`config.mk`:
```
export PLATFORM = sky130hd
export DESIGN_NAME = program_loader
export DESIGN_NICKNAME = d
export VERILOG_FILES = /design/src/rtl/program_loader.sv
export SDC_FILE = /design/constraint.sdc
export NUM_CORES = 1
export LEC_CHECK = 0
export ABC_AREA = 1
export CORE_MARGIN = 4
export CORE_UTILIZATION = 51
export DETAILED_ROUTE_END_ITERATION = 12
export GPL_ROUTABILITY_DRIVEN = 0
export HOLD_SLACK_MARGIN = 0.02
export PLACE_DENSITY_LB_ADDON = 0.15
export SYNTH_ARGS = -nofsm -noshare
export SYNTH_HDL_FRONTEND = slang
export SYNTH_SLANG_ARGS = --single-unit
```
`constraint.sdc`:
```
create_clock -name clk -period 2 [get_ports clk]
set_input_delay 0.4 -clock clk [delete_from_list [all_inputs] [get_ports clk]]
set_output_delay 0.4 -clock clk [all_outputs]
set_load 0.005 [all_outputs]
```
`src/rtl/program_loader.sv`:
```
// rtl/program_loader.sv - framed byte-stream loader driving the instruction memory write port
module program_loader #(
  parameter logic [31:0] BASE_ADDR = 32'd0,
  parameter int          MAX_WORDS = 256,
  parameter logic [7:0]  SYNC_BYTE = 8'hA5
) (
  input  logic        clk,
  input  logic        reset,
  input  logic        start,
  input  logic [7:0]  inData,
  input  logic        inValid,
  output logic        inReady,
  output logic        wr,
  output logic [31:0] writeAddr,
  output logic [31:0] writeData,
  output logic        cpuHold,
  output logic        busy,
  output logic        done,
  output logic        error,
  output logic [1:0]  errCode,
  output logic [8:0]  wordsWritten
);

  typedef enum logic [2:0] {IDLE, SYNC, COUNT, DATA, WRITE, CHECK, DONE, ERR} state_t;

  localparam logic [9:0] MAX_N = 10'(MAX_WORDS);

  state_t      state, nextState;
  logic [8:0]  wordTarget;
  logic [1:0]  byteCnt;
  logic [7:0]  checksum;
  logic [23:0] shiftReg;
  logic        accept;
  logic        armable;
  logic [8:0]  countN;
  logic        countBad;
  logic [8:0]  wordsNext;

  assign accept    = inValid && inReady;
  assign armable   = (state == IDLE) || (state == DONE) || (state == ERR);
  assign countN    = {1'b0, inData} + 9'd1;
  assign countBad  = {1'b0, countN} > MAX_N;
  assign wordsNext = wordsWritten + 9'd1;

  always_comb begin
    nextState = state;
    inReady   = 1'b0;
    wr        = 1'b0;
    unique case (state)
      IDLE, DONE, ERR: begin
        if (start) nextState = SYNC;
      end
      SYNC: begin
        inReady = 1'b1;
        if (accept && inData == SYNC_BYTE) nextState = COUNT;
      end
      COUNT: begin
        inReady = 1'b1;
        if (accept) nextState = countBad ? ERR : DATA;
      end
      DATA: begin
        inReady = 1'b1;
        if (accept && byteCnt == 2'd3) nextState = WRITE;
      end
      WRITE: begin
        wr        = 1'b1;
        nextState = (wordsNext == wordTarget) ? CHECK : DATA;
      end
      CHECK: begin
        inReady = 1'b1;
        if (accept) nextState = (inData == checksum) ? DONE : ERR;
      end
      default: nextState = IDLE;
    endcase
  end

  assign cpuHold = !((state == IDLE) || (state == DONE));
  assign busy    = !armable;
  assign done    = (state == DONE);
  assign error   = (state == ERR);

  always_ff @(posedge clk) begin
    if (reset) begin
      state        <= IDLE;
      writeAddr    <= 32'd0;
      writeData    <= 32'd0;
      errCode      <= 2'b00;
      wordsWritten <= 9'd0;
      wordTarget   <= 9'd0;
      byteCnt      <= 2'd0;
      checksum     <= 8'd0;
      shiftReg     <= 24'd0;
    end else begin
      state <= nextState;
      if (armable && start) begin
        errCode      <= 2'b00;
        wordsWritten <= 9'd0;
        checksum     <= 8'd0;
        byteCnt      <= 2'd0;
      end
      if (state == COUNT && accept) begin
        if (countBad) errCode <= 2'b01;
        else          wordTarget <= countN;
      end
      if (state == DATA && accept) begin
        shiftReg <= {shiftReg[15:0], inData};
        checksum <= checksum ^ inData;
        byteCnt  <= byteCnt + 2'd1;
        // Address/data are captured on the 4th byte so they are stable for the whole WRITE cycle.
        if (byteCnt == 2'd3) begin
          writeData <= {shiftReg, inData};
          writeAddr <= BASE_ADDR + {21'd0, wordsWritten, 2'b00};
        end
      end
      if (state == WRITE) wordsWritten <= wordsNext;
      if (state == CHECK && accept && inData != checksum) errCode <= 2'b10;
    end
  end

endmodule
```
### Word level (Yosys, flattened, before mapping)

Index checks and enable logic that the tools add are counted.

| storage, ports and cells | value |
|---|---|
| output and inout bits | 81 |
| logic and storage cells | 75 |
| input port bits | 12 |
| bits in registers | 98 |

| operators by class | value |
|---|---|
| $add $sub $neg | 3 |
| magnitude comparators | 1 |
| bitwise operators | 2 |
| multiplexer cells | 21 |
| reductions and logical operators | 21 |
| equal/unequal tests | 17 |

Operators by type and width:

| kind | number |
|---|---|
| 2-to-1 mux 3 bit | 7 |
| 2-to-1 mux 9 bit | 2 |
| one-hot mux 3 bit (6 select lines) | 1 |
| 2-to-1 mux 8 bit | 2 |
| == test 3 bit (second input constant) | 4 |
| 2-to-1 mux 2 bit | 6 |
| inequality test 2 bit (second input constant) | 5 |
| adder 8 x 1 -> 9 bit (second input constant) | 1 |
| adder 9 x 1 -> 9 bit (second input constant) | 1 |
| == test 9 bit | 1 |
| > comparator 9 bit (second input constant) | 1 |
| == test 8 bit | 1 |
| == test 8 bit (second input constant) | 1 |
| logical AND 1 bit | 8 |
| inequality test 8 bit | 1 |
| XOR 8 bit | 1 |
| == test 3 x 2 -> 1 bit (second input constant) | 2 |
| AND reduction 5 bit | 1 |
| AND reduction 2 bit | 2 |
| nonzero test 2 bit | 2 |
| OR reduction 4 bit | 1 |
| == test 3 x 1 -> 1 bit (second input constant) | 1 |
| logical NOT 3 bit | 1 |
| 2-to-1 mux 1 bit | 3 |
| other kinds (7) | 9 |

### Longest topological paths before layout

| logic depth | value |
|---|---|
| word-level depth | 8 |
| depth in mapped cells | 15 |
| mapped depth without buffers | 15 |

### Worst setup path after synthesis

Ideal clock, no wire load.

| timing | value |
|---|---|
| path type | reg-to-reg |
| start point | register wordsWritten[0] |
| end point | register state[1] |
| setup time | 132 ps |
| clock period less this slack | 1677 ps |
| buffers on the path | 0 |
| data required time | 1868 ps |
| arrival time | 1545 ps |
| setup slack | 323 ps |
| cell stages (with the launch flop) | 13 |
| path through | dfxtp_1 > ha_1 > nand2_1 > nor2_2 > nand3_1 > nand3_1 > nand3_1 > nor2_2 > nand3_1 > nand2_1 > nand2_1 > nand2_1 > a21oi_1 |

| between the ends | value |
|---|---|
| cells in the longest elaborated chain, start to end | 4 |

RTL lines:

| element | line | text |
|---|---|---|
| start: declaration | 21 | `output logic [8:0] wordsWritten` |
| start signal: assignment | 115 | `if (state == WRITE) wordsWritten <= wordsNext;` |
| adder 9 x 1 -> 9 bit | 43 | `assign wordsNext = wordsWritten + 9'd1;` |
| == test 9 bit | 67 | `nextState = (wordsNext == wordTarget) ? CHECK : DATA;` |
| 2-to-1 mux 3 bit | 67 |  |
| one-hot mux 3 bit (6 select lines) | 49 | `unique case (state)` |
| end signal: assignment | 94 | `state <= nextState;` |
| end: declaration | 28 | `state_t state, nextState;` |

Every way passes these cells.
A chain may end at the register's enable or synchronous reset.

### Final worst setup path

| timing | value |
|---|---|
| start point | register state[0] |
| end point | output wr |

| between the ends | value |
|---|---|
| cells in the longest elaborated chain, start to end | 2 |

RTL lines:

| element | line | text |
|---|---|---|
| == test 3 bit | 49 |  |
| 2-to-1 mux 1 bit | 49 |  |
| end: declaration | 13 | `output logic wr,` |

Every way passes these cells.

==> impl_metrics.yaml <==
critical_path:
  r2r_end: "state[1]"
  worstPathMaxFanout: 8
  rr_worst_depth: 12
  cp_data_required_time_ns: 1.60
  reg2reg_slack_ns: 0.20
  rr_startpoint: "wordsWritten[0]"
  critical_path_class: "flop to output pin"
  cp-end-kind: "output pin"
  cp.arrival_ns: 1.52
  start_kind: "flop"
  crit_end: "wr"
  crit_start: "state[0]"
power:
  power_density_nw_per_um2: 759
  p_leak_nw: 2.13
  power.total_mw: 4.07
  vdd_drop_max_v: 0.000457
routing:
  drc: 0
  drt-initial-drc-count: 205
  routedWlPerCell_um: 13.4
  first_pass_iters: 7
  num_vias: 3932
  top_layer: "met4"
  ant_nets: 0
  met3_length_um: 689
  wl_met1_mm: 4.77
  wl_mm: 10.2
  vias_per_cell: 5.17
  met2_length_mm: 4.61
global_routing:
  grtUsageTotal: 0.205
  grt_pass1_wl_mm: 16.6
  grt_pass1_vias: 3539
  grt_max_degree: 48
  antenna_found_initial: 0
  grt_overflow: 0
place:
  dp.cells: 745
  portBuffers: 69
  hpwl_mm: 7.40
  place_area_sq_um: 5140
  place_ws_ns: -0.201
die:
  die_w_um: 100
  die_y_um: 100
  pin_count: 93
  core_area_sq_um: 8220
  initial_core_util: 0.526
  rows: 33
  die-area_sq_um: 10000
synthesis:
  ys_seq_area_frac: 0.454
  synth_top_family_by_area: "simple AND/OR/NAND/NOR gates"
  ys_types: 34
  syn_area_sq_um: 4320
  syn_avg_cell_area_sq_um: 7.55
  synthAdderAreaFrac: 0.0116
  synthXorXnorAreaFrac: 0.0284
  yosys.area_share.simple: 0.197
  synth.ff_latch_count: 98
  yosys_warnings: 0
  netlist_instances: 572
  muxShareOfSynthArea: 0
  synth_compound_area_frac: 0.191
sta:
  finalMaxSlewViolations: 0
  hold_viol: 0
  fin_crit_sh: 0.960
  setup_slack_ns: 0.0790
  skew_ns: 0.00891
  hold_slack_ns: 0.462
  min_period_ns: 1.92
  tns_ns: 0
  setup_viol: 0
  fmax_mhz: 521
clock_tree:
  clk_pin_slew_worst_paths_ns: 0.10
  clk_latency_ns: 0.36
  cts_max_path_buffers: 2
  cts_buffers: 9
  cts.sinks: 98
  cts-root-buf: "clkbuf_8"
  cts_tree: "done"
  cts.htree.levels: 3
finish:
  drive_gt1_frac: 0.113
  antenna_cells: 0
  finalNonFillerCells: 761
  nFillCells: 725
  synthToLayoutAreaGrowth_pct: 24.1
  final_util: 0.653
  nets: 668
  final_area_sq_um: 5360
flow_run:
  max_cap_viol_count: 0
worst_hold_path:
  whs_path_depth: 2
  hp-class: "flop to flop"
outcome:
  status: "complete, no violations"
## state kept, by name (all words and copies together), names as in the netlist
register,count
wordTarget,9
wordsWritten,9
state,3
byteCnt,2
shiftReg,24
checksum,8
writeAddr,9
errCode,2
writeData,32
## synth_stat cells
library cell,number,share of area
dfxtp_1,98,0.45
nand2_1,94,0.082
a21oi_1,70,0.081
o21ai_0,58,0.067
inv_1,50,0.043
nor2_1,49,0.043
buf_4,24,0.042
nand3_1,22,0.025
a211oi_1,15,0.026
xor2_1,13,0.026
clkbuf_1,12,0.010
nor2_2,11,0.016
buf_2,10,0.012
o21ai_1,6,0.0070
inv_2,5,0.0043
ha_1,4,0.012
nand4_1,4,0.0058
nand2_2,3,0.0043
nand3b_1,3,0.0052
nor3_1,3,0.0035
a31oi_1,2,0.0029
buf_1,2,0.0017
nand3_2,2,0.0046
nor4_1,2,0.0029
buf_6,1,0.0026
clkbuf_2,1,0.0012
conb_1,1,0.00087
nor2_4,1,0.0026
nor3_2,1,0.0023
o211ai_1,1,0.0017
o21ai_2,1,0.0020
o21bai_1,1,0.0017
o22ai_1,1,0.0014
xnor2_1,1,0.0020
## metal layers
layer	GRT usage	up-vias
met5	0	-
met4	0.0870	0
met3	0.0320	12
met2	0.308	141
met1	0.292	1784
li1	-	1995
## how the worst min path moves through the flow
stage	slack, ns	start	endpoint
after floorplan	0.43	shiftReg[16]	shiftReg[16]
after global placement	0.44	shiftReg[17]	shiftReg[17]
after detailed placement	0.45	shiftReg[20]	shiftReg[20]
after CTS	0.46	shiftReg[20]	writeData[28]
after global routing	0.47	shiftReg[20]	shiftReg[20]
final	0.46	shiftReg[19]	writeData[27]
## layout make-up
cell class              count  area [sq um]  share of cell area
flip-flops and latches     98          1970               0.367
well taps                 105           131              0.0245
clock inverters             6          50.0             0.00933
multi-input cells         391          1960               0.365
repair buffers             97           921               0.172
clock buffers               9           124              0.0231
inverters                  55           206              0.0385
## cells by family after synthesis
family / after synthesis
buffers and inverters: 105
other: 1
and+or+nand+nor: 195
adders and majority gates: 4
DFF: 98
xor gates and xnor gates: 14
AOI/OAI and AO/OA: 155
## timing repair
item,CTS,global route
buffers inserted,0,1
hold buffers,0,0
pin swaps,0,1
resized for setup,8,6
endpoints found under the setup margin,4,4
## cells in the final DEF, fill, tap and decap left out, types with 3 or more instances in the layout
| cell | n |
|---|---|
| ha_1 | 4 |
| nand4_1 | 4 |
| nand3b_1 | 3 |
| nand2_2 | 5 |
| a21oi_1 | 70 |
| xor2_1 | 13 |
| nor2_1 | 48 |
| clkbuf_8 | 9 |
| buf_4 | 27 |
| inv_1 | 50 |
| conb_1 | 23 |
| nor2_2 | 11 |
| o21ai_0 | 58 |
| o21ai_1 | 6 |
| nand3_1 | 22 |
| a211oi_1 | 15 |
| dlymetal6s2s_1 | 3 |
| clkdlybuf4s50_1 | 66 |
| dfxtp_1 | 95 |
| clkinvlp_4 | 4 |
| inv_2 | 5 |
| nand2_1 | 92 |
## critical path, stage by stage, from the launching register on
cell and delay (ns):
dfxtp_2 0.39, nor3_4 0.24, clkdlybuf4s50_1 0.54
## where the power goes
part           leakage [nW]  switching [mW]  internal [mW]
registers             0.792          0.0853           2.04
logic                  1.26           0.475          0.301
clock network        0.0759           0.708          0.458
total                  2.13            1.27           2.80
Power figures use the tool's default switching activity.
